===== src/rtl/cov_seq_ctrl.sv =====
// cov_seq_ctrl: address and strobe sequencer for the four-pass covariance engine
// (column sum, mean divide, centering, pairwise MAC). Optional macro: COV_SYM_EN.
module cov_seq_ctrl #(
   parameter int N      = 100,
   parameter int AW     = 14,
   parameter int RD_LAT = 2,
   localparam int CW    = (N > 1) ? $clog2(N) : 1
) (
   input  logic          clk,
   input  logic          reset,
   input  logic          start,
   input  logic          stall,
   output logic          busy,
   output logic          done,
   output logic [2:0]    phase,
   output logic          mem_en,
   output logic [AW-1:0] addr_a,
   output logic [AW-1:0] addr_b,
   output logic [CW-1:0] col_idx,
   output logic          mean_acc_en,
   output logic          div_en,
   output logic          ctr_we,
   output logic [AW-1:0] ctr_waddr,
   output logic          mac_clr,
   output logic          mac_en,
   output logic          res_we,
   output logic [AW-1:0] res_addr
`ifdef COV_SYM_EN
   ,
   output logic          res_mirror_we,
   output logic [AW-1:0] res_mirror_addr
`endif
);

   localparam logic [AW-1:0] LAST_A   = AW'(N * N - 1);
   localparam logic [AW-1:0] NSTEP    = AW'(N);
   localparam logic [CW-1:0] NM1      = CW'(N - 1);
   localparam logic [2:0]    DR_LAST  = 3'(RD_LAT);

   typedef enum logic [2:0] {
      S_IDLE = 3'd0,
      S_MEAN = 3'd1,
      S_DIV  = 3'd2,
      S_CTR  = 3'd3,
      S_COV  = 3'd4,
      S_FIN  = 3'd5
   } state_t;

   // One issue slot travelling RD_LAT cycles alongside the BRAM read.
   typedef struct packed {
      logic          mean;
      logic          ctr;
      logic          mac;
      logic          clr;
      logic          last;
`ifdef COV_SYM_EN
      logic          mir;
      logic [AW-1:0] maddr;
`endif
      logic [CW-1:0] col;
      logic [AW-1:0] addr;
   } slot_t;

   state_t        r_state;
   state_t        w_state_nxt;
   logic          r_drain;
   logic [2:0]    r_dcnt;
   logic [CW-1:0] r_col;
   logic [CW-1:0] r_div;
   logic [CW-1:0] r_i;
   logic [CW-1:0] r_j;
   logic [CW-1:0] r_k;
   logic [AW-1:0] r_addr_a;
   logic [AW-1:0] r_addr_b;
   logic [AW-1:0] r_row;
`ifdef COV_SYM_EN
   logic [AW-1:0] r_jrow;
   logic          r_mir_v;
   logic [AW-1:0] r_mir_addr;
`endif
   logic          r_res_v;
   logic [AW-1:0] r_res_addr;
   slot_t         r_pipe [RD_LAT];
   slot_t         w_slot;
   slot_t         w_out;
   logic          w_act;
   logic          w_issue;
   logic          w_last_issue;
   logic          w_drain_end;

   always_ff @(posedge clk or negedge reset) begin
      if (!reset) r_state <= S_IDLE;
      else        r_state <= w_state_nxt;
   end

   always_comb begin
      w_act        = (r_state == S_MEAN) || (r_state == S_CTR) || (r_state == S_COV);
      w_issue      = w_act && !r_drain;
      w_drain_end  = w_act && r_drain && (r_dcnt == DR_LAST) && !stall;
      w_last_issue = 1'b0;
      w_state_nxt  = r_state;
      if (r_state == S_COV) w_last_issue = (r_k == NM1) && (r_j == NM1) && (r_i == NM1);
      else                  w_last_issue = (r_addr_a == LAST_A);
      case (r_state)
         S_IDLE:  if (start) w_state_nxt = S_MEAN;
         S_MEAN:  if (w_drain_end) w_state_nxt = S_DIV;
         S_DIV:   if (!stall && (r_div == NM1)) w_state_nxt = S_CTR;
         S_CTR:   if (w_drain_end) w_state_nxt = S_COV;
         S_COV:   if (w_drain_end) w_state_nxt = S_FIN;
         S_FIN:   w_state_nxt = S_IDLE;
         default: w_state_nxt = S_IDLE;
      endcase
   end

   always_comb begin
      w_slot = '0;
      if (w_issue) begin
         case (r_state)
            S_MEAN: begin
               w_slot.mean = 1'b1;
               w_slot.col  = r_col;
            end
            S_CTR: begin
               w_slot.ctr  = 1'b1;
               w_slot.col  = r_col;
               w_slot.addr = r_addr_a;
            end
            S_COV: begin
               w_slot.mac  = 1'b1;
               w_slot.clr  = (r_k == '0);
               w_slot.last = (r_k == NM1);
               w_slot.addr = r_row + AW'(r_j);
`ifdef COV_SYM_EN
               w_slot.mir   = (r_i != r_j);
               w_slot.maddr = r_jrow + AW'(r_i);
`endif
            end
            default: w_slot = '0;
         endcase
      end
   end

   // Counters and address accumulators; everything holds while stall is high.
   always_ff @(posedge clk or negedge reset) begin
      if (!reset) begin
         r_drain  <= 1'b0;
         r_dcnt   <= '0;
         r_col    <= '0;
         r_div    <= '0;
         r_i      <= '0;
         r_j      <= '0;
         r_k      <= '0;
         r_addr_a <= '0;
         r_addr_b <= '0;
         r_row    <= '0;
`ifdef COV_SYM_EN
         r_jrow   <= '0;
`endif
      end else if (r_state == S_IDLE) begin
         if (start) begin
            r_drain  <= 1'b0;
            r_dcnt   <= '0;
            r_col    <= '0;
            r_div    <= '0;
            r_i      <= '0;
            r_j      <= '0;
            r_k      <= '0;
            r_addr_a <= '0;
            r_addr_b <= '0;
            r_row    <= '0;
`ifdef COV_SYM_EN
            r_jrow   <= '0;
`endif
         end
      end else if (!stall) begin
         if (r_drain) begin
            if (r_dcnt == DR_LAST) begin
               r_drain <= 1'b0;
               r_dcnt  <= '0;
               if (r_state == S_CTR) begin
                  r_i      <= '0;
                  r_j      <= '0;
                  r_k      <= '0;
                  r_addr_a <= '0;
                  r_addr_b <= '0;
                  r_row    <= '0;
`ifdef COV_SYM_EN
                  r_jrow   <= '0;
`endif
               end
            end else begin
               r_dcnt <= r_dcnt + 3'd1;
            end
         end else begin
            case (r_state)
               S_MEAN, S_CTR: begin
                  if (w_last_issue) begin
                     r_drain <= 1'b1;
                  end else begin
                     r_addr_a <= r_addr_a + AW'(1);
                     r_col    <= (r_col == NM1) ? '0 : r_col + CW'(1);
                  end
               end
               S_DIV: begin
                  if (r_div == NM1) begin
                     r_div    <= '0;
                     r_addr_a <= '0;
                     r_col    <= '0;
                  end else begin
                     r_div <= r_div + CW'(1);
                  end
               end
               S_COV: begin
                  if (r_k != NM1) begin
                     r_k      <= r_k + CW'(1);
                     r_addr_a <= r_addr_a + NSTEP;
                     r_addr_b <= r_addr_b + NSTEP;
                  end else begin
                     r_k <= '0;
                     if (r_j != NM1) begin
                        r_j      <= r_j + CW'(1);
                        r_addr_a <= AW'(r_i);
                        r_addr_b <= AW'(r_j) + AW'(1);
`ifdef COV_SYM_EN
                        r_jrow   <= r_jrow + NSTEP;
`endif
                     end else if (r_i != NM1) begin
                        r_i      <= r_i + CW'(1);
                        r_row    <= r_row + NSTEP;
                        r_addr_a <= AW'(r_i) + AW'(1);
`ifdef COV_SYM_EN
                        // Upper triangle: the next row starts on its diagonal.
                        r_j      <= r_i + CW'(1);
                        r_addr_b <= AW'(r_i) + AW'(1);
                        r_jrow   <= r_row + NSTEP;
`else
                        r_j      <= '0;
                        r_addr_b <= '0;
`endif
                     end else begin
                        r_drain <= 1'b1;
                     end
                  end
               end
               default: r_drain <= r_drain;
            endcase
         end
      end
   end

   // Alignment pipe: slot enters with the issue, exits when the data returns.
   always_ff @(posedge clk or negedge reset) begin
      if (!reset) begin
         for (int n = 0; n < RD_LAT; n++) r_pipe[n] <= '0;
      end else if (!stall) begin
         r_pipe[0] <= w_slot;
         for (int n = 1; n < RD_LAT; n++) r_pipe[n] <= r_pipe[n-1];
      end
   end

   assign w_out = r_pipe[RD_LAT-1];

   // Result-write stage: one cycle behind the final product of a pair.
   always_ff @(posedge clk or negedge reset) begin
      if (!reset) begin
         r_res_v    <= 1'b0;
         r_res_addr <= '0;
`ifdef COV_SYM_EN
         r_mir_v    <= 1'b0;
         r_mir_addr <= '0;
`endif
      end else if (!stall) begin
         r_res_v <= w_out.mac && w_out.last;
         if (w_out.mac && w_out.last) r_res_addr <= w_out.addr;
`ifdef COV_SYM_EN
         r_mir_v <= w_out.mac && w_out.last && w_out.mir;
         if (w_out.mac && w_out.last) r_mir_addr <= w_out.maddr;
`endif
      end
   end

   assign busy        = w_act || (r_state == S_DIV);
   assign done        = (r_state == S_FIN);
   assign phase       = r_state;
   assign mem_en      = w_issue && !stall;
   assign addr_a      = r_addr_a;
   assign addr_b      = r_addr_b;
   assign col_idx     = (r_state == S_DIV) ? r_div : w_out.col;
   assign mean_acc_en = w_out.mean && !stall;
   assign div_en      = (r_state == S_DIV) && !stall;
   assign ctr_we      = w_out.ctr && !stall;
   assign ctr_waddr   = w_out.ctr ? w_out.addr : '0;
   assign mac_clr     = w_out.mac && w_out.clr && !stall;
   assign mac_en      = w_out.mac && !w_out.clr && !stall;
   assign res_we      = r_res_v && !stall;
   assign res_addr    = r_res_addr;
`ifdef COV_SYM_EN
   assign res_mirror_we   = r_mir_v && !stall;
   assign res_mirror_addr = r_mir_addr;
`endif

endmodule


===== config.mk =====
export PLATFORM = sky130hd
export DESIGN_NAME = cov_seq_ctrl
export DESIGN_NICKNAME = d
export VERILOG_FILES = /design/src/rtl/cov_seq_ctrl.sv
export SDC_FILE = /design/constraint.sdc
export NUM_CORES = 1
export LEC_CHECK = 0
export ABC_CLOCK_PERIOD_IN_PS = 2900
export CAP_MARGIN = 25
export CORE_ASPECT_RATIO = 1.1
export CORE_MARGIN = 1
export CORE_UTILIZATION = 40
export CTS_CLUSTER_DIAMETER = 40
export DETAILED_ROUTE_END_ITERATION = 10
export PLACE_DENSITY = 0.64
export SYNTH_ARGS = -nofsm -noshare
export SYNTH_HDL_FRONTEND = slang
export SYNTH_SLANG_ARGS = --single-unit

===== constraint.sdc =====
create_clock -name clk -period 2.9 [get_ports clk]
set_input_delay 0.58 -clock clk [delete_from_list [all_inputs] [get_ports clk]]
set_output_delay 0.58 -clock clk [all_outputs]
set_load 0.05 [all_outputs]

==> impl_results.md, run 1 <==
* Failing checks: DRC
* Met1 usage in global routing at 28.1%
* Total Power at 0.00744 W
* Met2 usage at about a third
* Number of diodes at 0
* WS Path Type: register to output port
* Slew HR at roughly two fifths
* Static Leak at ~4.4 nW
* First-pass GRT wire length at roughly 36,000 um
* Via Count at 6,934
* Worst path max stage delay at between 0.5 and 0.6 ns
* DRC errors left at 8
* Max-Cap Viols at 0
* Crit path cell chain: nand2b_1 -> nor2_1 -> buf_4 -> mux2_2 -> buf_4
* Actual slew at the worst max-slew pin at a little over 0.9 ns
* Worst r2r src: r_j[0]
* P per Cell Area at 739 nW/um2
* Delay-heaviest family, CP: flip-flops
* Core footprint at ~20,000 um2
* I/O Pins at 79
* Antenna violations before repair at 0
* PostCTS Resize Cnt at 1
* Final Hold Fails at 0
* Clock transition at path regs at about 0.060 ns
* Unique masters post-synth at 75
* Placed cell count at roughly 1,200
* Peak VDD IR at between 0.4 and 0.5 mV
* Cells after synthesis at approximately 860
* Final setup viols at 0
* Fin crit share at a little over nine tenths
* RSZ-0062 raised after global routing: no
* Ys async rst share at 100%
* CTS Root Cell: clkbuf_16
* CP max-delay cell: dfrtp_1
* Post-synth EDFFs at 0
* Number of routed nets with antenna violations at 0
* Reg2reg end: addr_b[7]
* Vias in the first global route at just under 7,000
* Final Skew at around 0.0095 ns
* GR peak layer: met2
* Clk buf depth at 2
* Fin. max-slew vios at 0
* Setup TNS at 0 ns
* Die area at about 21,000 um2
* Ys flop type: dfrtp_1
* CTS H-tree depth at 4
* CTS tree: built
* GP Congestion at between 0.8 and 0.9
* Post-synthesis compound-gate area fraction at between 10% and 20%
* Worst reg2reg path depth at 8
* Post-synthesis mux area share at 8.10%
* Hold/Removal Path Class: input pin to async pin
* Seq/Total Area, Yosys at 45.0%
* Fmax at 364 MHz
* Violation count after the first detailed-route iteration at approximately 490
* Cell area after synthesis at slightly above 8000 um2
* Grt total ovfl at 0
* Instance count on the critical path at 5
* Initial Util at between 40% and 50%
* CP max FO at 11
* Worst EP arrival at 2.17 ns
* Fin crit period at 2.75 ns
* CP most frequent cell: buf_4
* Worst reg2reg setup slack at between 0.2 and 0.25 ns
* Site Rows at 54
* CP Launch Type: register
* Required time of the critical path at approximately 2.3 ns
* Port buffer count at approximately 80
* Finished Layout Cells at between 1,000 and 1,500
* Yosys warns at 0
* Run status: complete, but fails checks
* CTS Sinks at 149
* Combinational family with the most area after synthesis: simple AND/OR/NAND/NOR gates
* Layout cell share with drive strength beyond 1 at between 10% and 20%
* Area growth, synth to finish at 21.5%
* CP Launch Point: phase[2]
* Post-CTS Setup Repair Bufs at 0
* Largest net degree at the start of global routing at 60
* Synth Area in XOR/XNOR at between 4 and 5%
* Mean number of vias per cell at between 5 and 6
* Simple-gate area share of the yosys netlist at between 15 and 20%
* HPWL after detailed placement at ~16,000 um
* Met3 Use GR at under 10%
* Cts bufs inserted at 17
* Die X at between 100 and 150 um
* Adder-cell share of the synthesized area at ~2.4%
* Post-CTS Hold Fix Bufs at 0
* GRT Util Overall at about a fifth
* DR pass1 iterations at 9
* WP buf/inv at 2
* Chip height at 153 um
* Mean post-synth cell area at around 9.7 um2
* Clock latency on the worst-skew pair at ~0.43 ns
* Nets at approximately 970
* Final wirelength at roughly 22,000 um
* Number of synthesized register bits at around 150
* CP Capture Type: output port
* Drt wl/cell at around 18 um
* Synthesized net count at between 800 and 900
==> flip-flops by register name, indices dropped and copies added, names as in the netlist <==
| register | flops |
|---|---|
| addr_a | 14 |
| res_addr | 14 |
| r_i | 7 |
| r_k | 7 |
| addr_b | 14 |
| r_pipe | 52 |
| r_res_v | 1 |
| r_drain | 1 |
| r_dcnt | 3 |
| phase | 3 |
| r_j | 7 |
| r_row | 12 |
| r_div | 7 |
| r_col | 7 |
==> power by group <==
part	leakage (nW)	internal, W	total (W)	switching, W
registers	2.04	0.00235	0.00267	0.000321
clock network	0.274	0.00127	0.00219	0.000918
logic	2.13	0.000915	0.00257	0.00166
==> placed cells by master (no fill, tap or decap), types with 9 or more instances in the layout <==
cell and instances:
nand3_1 43, o21ai_0 71, a21oi_1 30, and3_1 16, xnor2_1 20, nor2b_1 9, nor2_1 64, clkbuf_16 17
nor3_1 27, mux2_2 52, nand2b_1 12, and2_1 18, xor2_1 26, nand2_1 77, ha_1 16, dfrtp_1 148
buf_4 50, inv_1 18, nand4_1 9, clkdlybuf4s50_1 64, a31oi_1 18, a22o_1 16
==> cell families (layout without fill, tap and decap cells) <==
kind of cell    Yosys count  after routing
compound gates          206            206
buf+inv                  66            168
fa+ha+maj                16             16
mux                      60             60
simple gates            314            314
flops                   149            149
xor+xnor                 46             46
other cells               1              1
==> per-layer routing <==
metal,vias to the layer above,part of all wire [%]
li1,3305,-
met1,3404,46
met2,196,48
met3,29,4.5
met4,0,1.8
met5,-,0
==> synth_stat cells, types with 18 or more instances <==
| cell | number | area share, % |
|---|---|---|
| xnor2_1 | 20 | 2.1 |
| a31oi_1 | 18 | 1.4 |
| dfrtp_1 | 149 | 45 |
| o21ai_0 | 71 | 4.3 |
| nor2_1 | 64 | 2.9 |
| nor3_1 | 28 | 1.7 |
| clkbuf_1 | 30 | 1.4 |
| a21oi_1 | 30 | 1.8 |
| nand3_1 | 43 | 2.6 |
| mux2_2 | 52 | 7.1 |
| inv_1 | 18 | 0.82 |
| xor2_1 | 26 | 2.7 |
| nand2_1 | 77 | 3.5 |
| and2_1 | 18 | 1.4 |
==> metrics by stage <==
| stage | hold slack, ns | utilization, % | worst slack (ns) | cell area (um2) |
|---|---|---|---|---|
| 4_1_cts | 0.158 | 50.2 | 0.141 | 10100 |
| 6_report | 0.134 | 50.2 | 0.150 | 10100 |
| 3_3_place_gp | 0.459 | 47.2 | 0.257 | 9480 |
| 5_1_grt | 0.176 | 50.2 | 0.00839 | 10100 |
| 2_1_floorplan | 0.284 | - | 0.264 | 8290 |
| 3_5_place_dp | 0.468 | 47.3 | 0.274 | 9490 |
==> how the worst max path moves through the flow <==
stage	end	slack (ns)
3_5_place_dp	addr_a[1]	0.27
3_3_place_gp	r_i[0]	0.26
5_1_grt	col_idx[2]	0.008
6_report	col_idx[2]	0.15
4_1_cts	col_idx[2]	0.14
2_1_floorplan	mem_en	0.26
==> final cells by class <==
cell class | instances | area (um2)
Clock buffer | 18 | 429
Clock inverter | 13 | 149
Fill cell | 1889 | 10000
Inverter | 18 | 67.6
Multi-Input combinational cell | 643 | 4280
Sequential cell | 149 | 3730
Tap cell | 252 | 315
Timing Repair Buffer | 119 | 1090
==> worst register-to-register path: stages (launching register included) <==
cell and delay [ns]:
dfrtp_1 0.50, ha_1 0.29, nor2b_1 0.35, and2_1 0.34
buf_4 0.19, nand4_1 0.32, nand2_1 0.37, o21ai_0 0.14
o31ai_1 0.08
Power figures use the tool's default switching activity.
==> run 2: changes to the inputs <==
SLEW_MARGIN = 20   (was unset)
==> run 2 against run 1 <==
Clock-buffer cell count unchanged. Highest routed layer unchanged. First-iteration DRC count up 4.9%. Critical path depth unchanged. The run still ends with DRC left. Largest cell class unchanged. Total power about the same. Via count increased by 0.27%. Largest power group unchanged. Clock power barely moved. Die area did not move.
==> impl_results.md, run 2 (synthesis gave the netlist of run 1 again) <==
* Int Pwr at 0.00454 W (about the same)
* Worst reg2reg setup slack at 0.28 ns (+0.05 ns)
* NetSw at 0.00290 W (about the same)
* CTS H-tree depth at 4 (unchanged)
* GP Congestion at 0.846 (unchanged)
* HPWL after detailed placement at 15,500 um (-0.31%)
* Reg2reg end: addr_a[1]
* DRC errors left at 8 (unchanged)
* Delay-heaviest family, CP: flip-flops
* Vias in the first global route at 6,784 (-1.5%)
* P per Cell Area at 739 nW/um2 (about the same)
* Cts bufs inserted at 17 (unchanged)
* Multi-input logic area at 4290 um2 (about the same)
* Violation count after the first detailed-route iteration at 509 (+4.9%)
* Most common cell after layout, fill and taps aside: dfrtp_1
* Area growth, synth to finish at 21.5% (about the same)
* Required time of the critical path at 2.32 ns (about the same)
* WS Path Type: register to output port
* Failing checks: DRC
* Grt total ovfl at 0 (unchanged)
* I/O Pins at 79 (unchanged)
* CP Launch Type: register
* Nets at 968 (unchanged)
* Worst path max stage delay at 0.52 ns (about the same)
* Port buffer count at 78 (unchanged)
* Max-Cap Viols at 0 (unchanged)
* Sequential power share at 36.0% (about the same)
* CP Capture Type: output port
* Setup TNS at 0 ns (unchanged)
* Number of routed nets with antenna violations at 0 (unchanged)
* Top reg by flops: r_pipe
* Final wirelength at 21,700 um (about the same)
* CP max-delay cell: dfrtp_1
* Fmax at 364 MHz (about the same)
* Actual slew at the worst max-slew pin at 0.933 ns (+0.0118 ns)
* RSZ-0062 raised after global routing: no
* Initial Util at 41.3% (unchanged)
* Die X at 139 um (unchanged)
* Fin crit period at 2.75 ns (-0.00214 ns)
* CP most frequent cell: buf_4
* Total Power at 0.00744 W (about the same)
* Sw frac at 38.9% (about the same)
* Core footprint at 20,100 um2 (unchanged)
* WP buf/inv at 2 (unchanged)
* DR pass1 iterations at 8 (-1)
* Clock power frac at 29.5% (about the same)
* Chip height at 153 um (unchanged)
* Max reg flops at 52 (unchanged)
* Crit path cell chain: nand2b_1 -> nor2_1 -> buf_4 -> mux2_2 -> buf_4
* Most frequent cells in the layout: 148 x dfrtp_1, 76 x nand2_1, 71 x o21ai_0
* Antenna violations before repair at 0 (unchanged)
* Fin crit share at 94.8% (about the same)
* Worst EP arrival at 2.17 ns (about the same)
* Worst r2r src: r_div[0]
* Slew HR at 37.8% (-0.79 points)
* Mean number of vias per cell at 5.74 (+0.27%)
* Run status: complete, but fails checks
* CP max FO at 11 (unchanged)
* GRT Util Overall at 21.2% (about the same)
* Fin. max-slew vios at 0 (unchanged)
* Site Rows at 54 (unchanged)
* Largest net degree at the start of global routing at 60 (unchanged)
* Static Leak at 4.45 nW (about the same)
* Via Count at 6,953 (+0.27%)
* Final setup viols at 0 (unchanged)
* Combinational power share at 34.6% (about the same)
* Clock latency on the worst-skew pair at 0.43 ns (about the same)
* Hold/Removal Path Class: input pin to async pin
* Final Skew at 0.00525 ns (-0.00422 ns)
* Layout cell share with drive strength beyond 1 at 16.9% (+0.10 points)
* Clock transition at path regs at 0.06 ns (about the same)
* Clk buf depth at 2 (unchanged)
* CTS Sinks at 149 (unchanged)
* CTS Root Cell: clkbuf_16
* CTS tree: built
* Number of diodes at 0 (unchanged)
* Drt wl/cell at 17.9 um (about the same)
* Post-Route Utilization at 50.2% (about the same)
* Final Hold Fails at 0 (unchanged)
* Worst reg2reg path depth at 7 (-1)
* Die area at 21,300 um2 (unchanged)
* Fillcell total at 1,852 (-2.0%)
* Peak VDD IR at 0.435 mV (+4.1%)
* First-pass GRT wire length at 35,800 um (-0.54%)
* Post-CTS Hold Fix Bufs at 0 (unchanged)
* Register area at 3730 um2 (unchanged)
==> run 2: cell counts in the layout (fill, tap and decap cells not counted) <==
Identical to the previous run, type by type.
==> run 2: per-layer routing <==
metal / vias to the layer above / global-route usage (%) / routed length, um
li1: 3302 / - / -
met1: 3422 / 28.3 / 10000
met2: 192 / 35.1 / 10300
met5: - / 0 / 0
met4: 0 / 8.20 / 540
met3: 37 / 2.98 / 885
==> run 2: worst max-delay path by stage <==
stage             start          to  slack [ns]  depth (start not counted)
2_1_floorplan  phase[1]      mem_en        0.26                          4
4_1_cts        phase[2]  col_idx[2]        0.14                          5
6_report       phase[2]  col_idx[2]        0.15                          5
3_3_place_gp   phase[1]      r_i[0]        0.26                          4
5_1_grt        phase[0]      mem_en        0.02                          6
3_5_place_dp     r_j[0]   addr_b[7]        0.29                          8
==> run 2: worst register-to-register path, cell delays in order (launching register included) <==
cell      delay, ns
dfrtp_1        0.40
ha_1           0.21
nand2b_1       0.09
or4_4          0.54
a221oi_1       0.47
o21ai_0        0.16
a21oi_1        0.27
mux2_2         0.37
==> run 2: repair_timing <==
item | CTS | global route
setup buffers | 0 | 0
setup endpoints to repair | 7 | 1
gates resized for setup | 1 | 1
==> run 2: layout make-up <==
| class | count | share of cell area [%] |
|---|---|---|
| Timing Repair Buffer | 119 | 10.8 |
| Clock buffer | 18 | 4.26 |
| Multi-Input combinational cell | 643 | 42.6 |
| Inverter | 18 | 0.671 |
| Tap cell | 252 | 3.13 |
| Clock inverter | 13 | 1.48 |
| Sequential cell | 149 | 37.0 |
==> run 2: power groups by stage <==
| stage | Clock (W) | Sequential (W) | Combinational [W] |
|---|---|---|---|
| finish | 0.00219 | 0.00268 | 0.00257 |
| global route | 0.00231 | 0.00272 | 0.00279 |
| CTS | 0.00222 | 0.00267 | 0.00256 |
| detailed placement | 0 | 0.00271 | 0.00254 |
| global placement | 0 | 0.00270 | 0.00252 |
| floorplan | 0 | 0.00281 | 0.00156 |
==> run 2: metrics by stage <==
step / area, um2 / setup slack, ns / cells / hold WS [ns]
final: 10100 / 0.152 / 1212 / 0.129
after global routing: 10100 / 0.0180 / 1212 / 0.170
after CTS: 10100 / 0.138 / 1212 / 0.153
after detailed placement: 9490 / 0.288 / 1181 / 0.465
after global placement: 9480 / 0.257 / 1180 / 0.459
after floorplan: 8290 / 0.264 / 858 / 0.284
==> run 3: changes to the inputs <==
CTS_CLUSTER_SIZE = 14   (was unset)
==> results of run 3 <==
Final layout, timing and power as in run 2 (identical DEF).
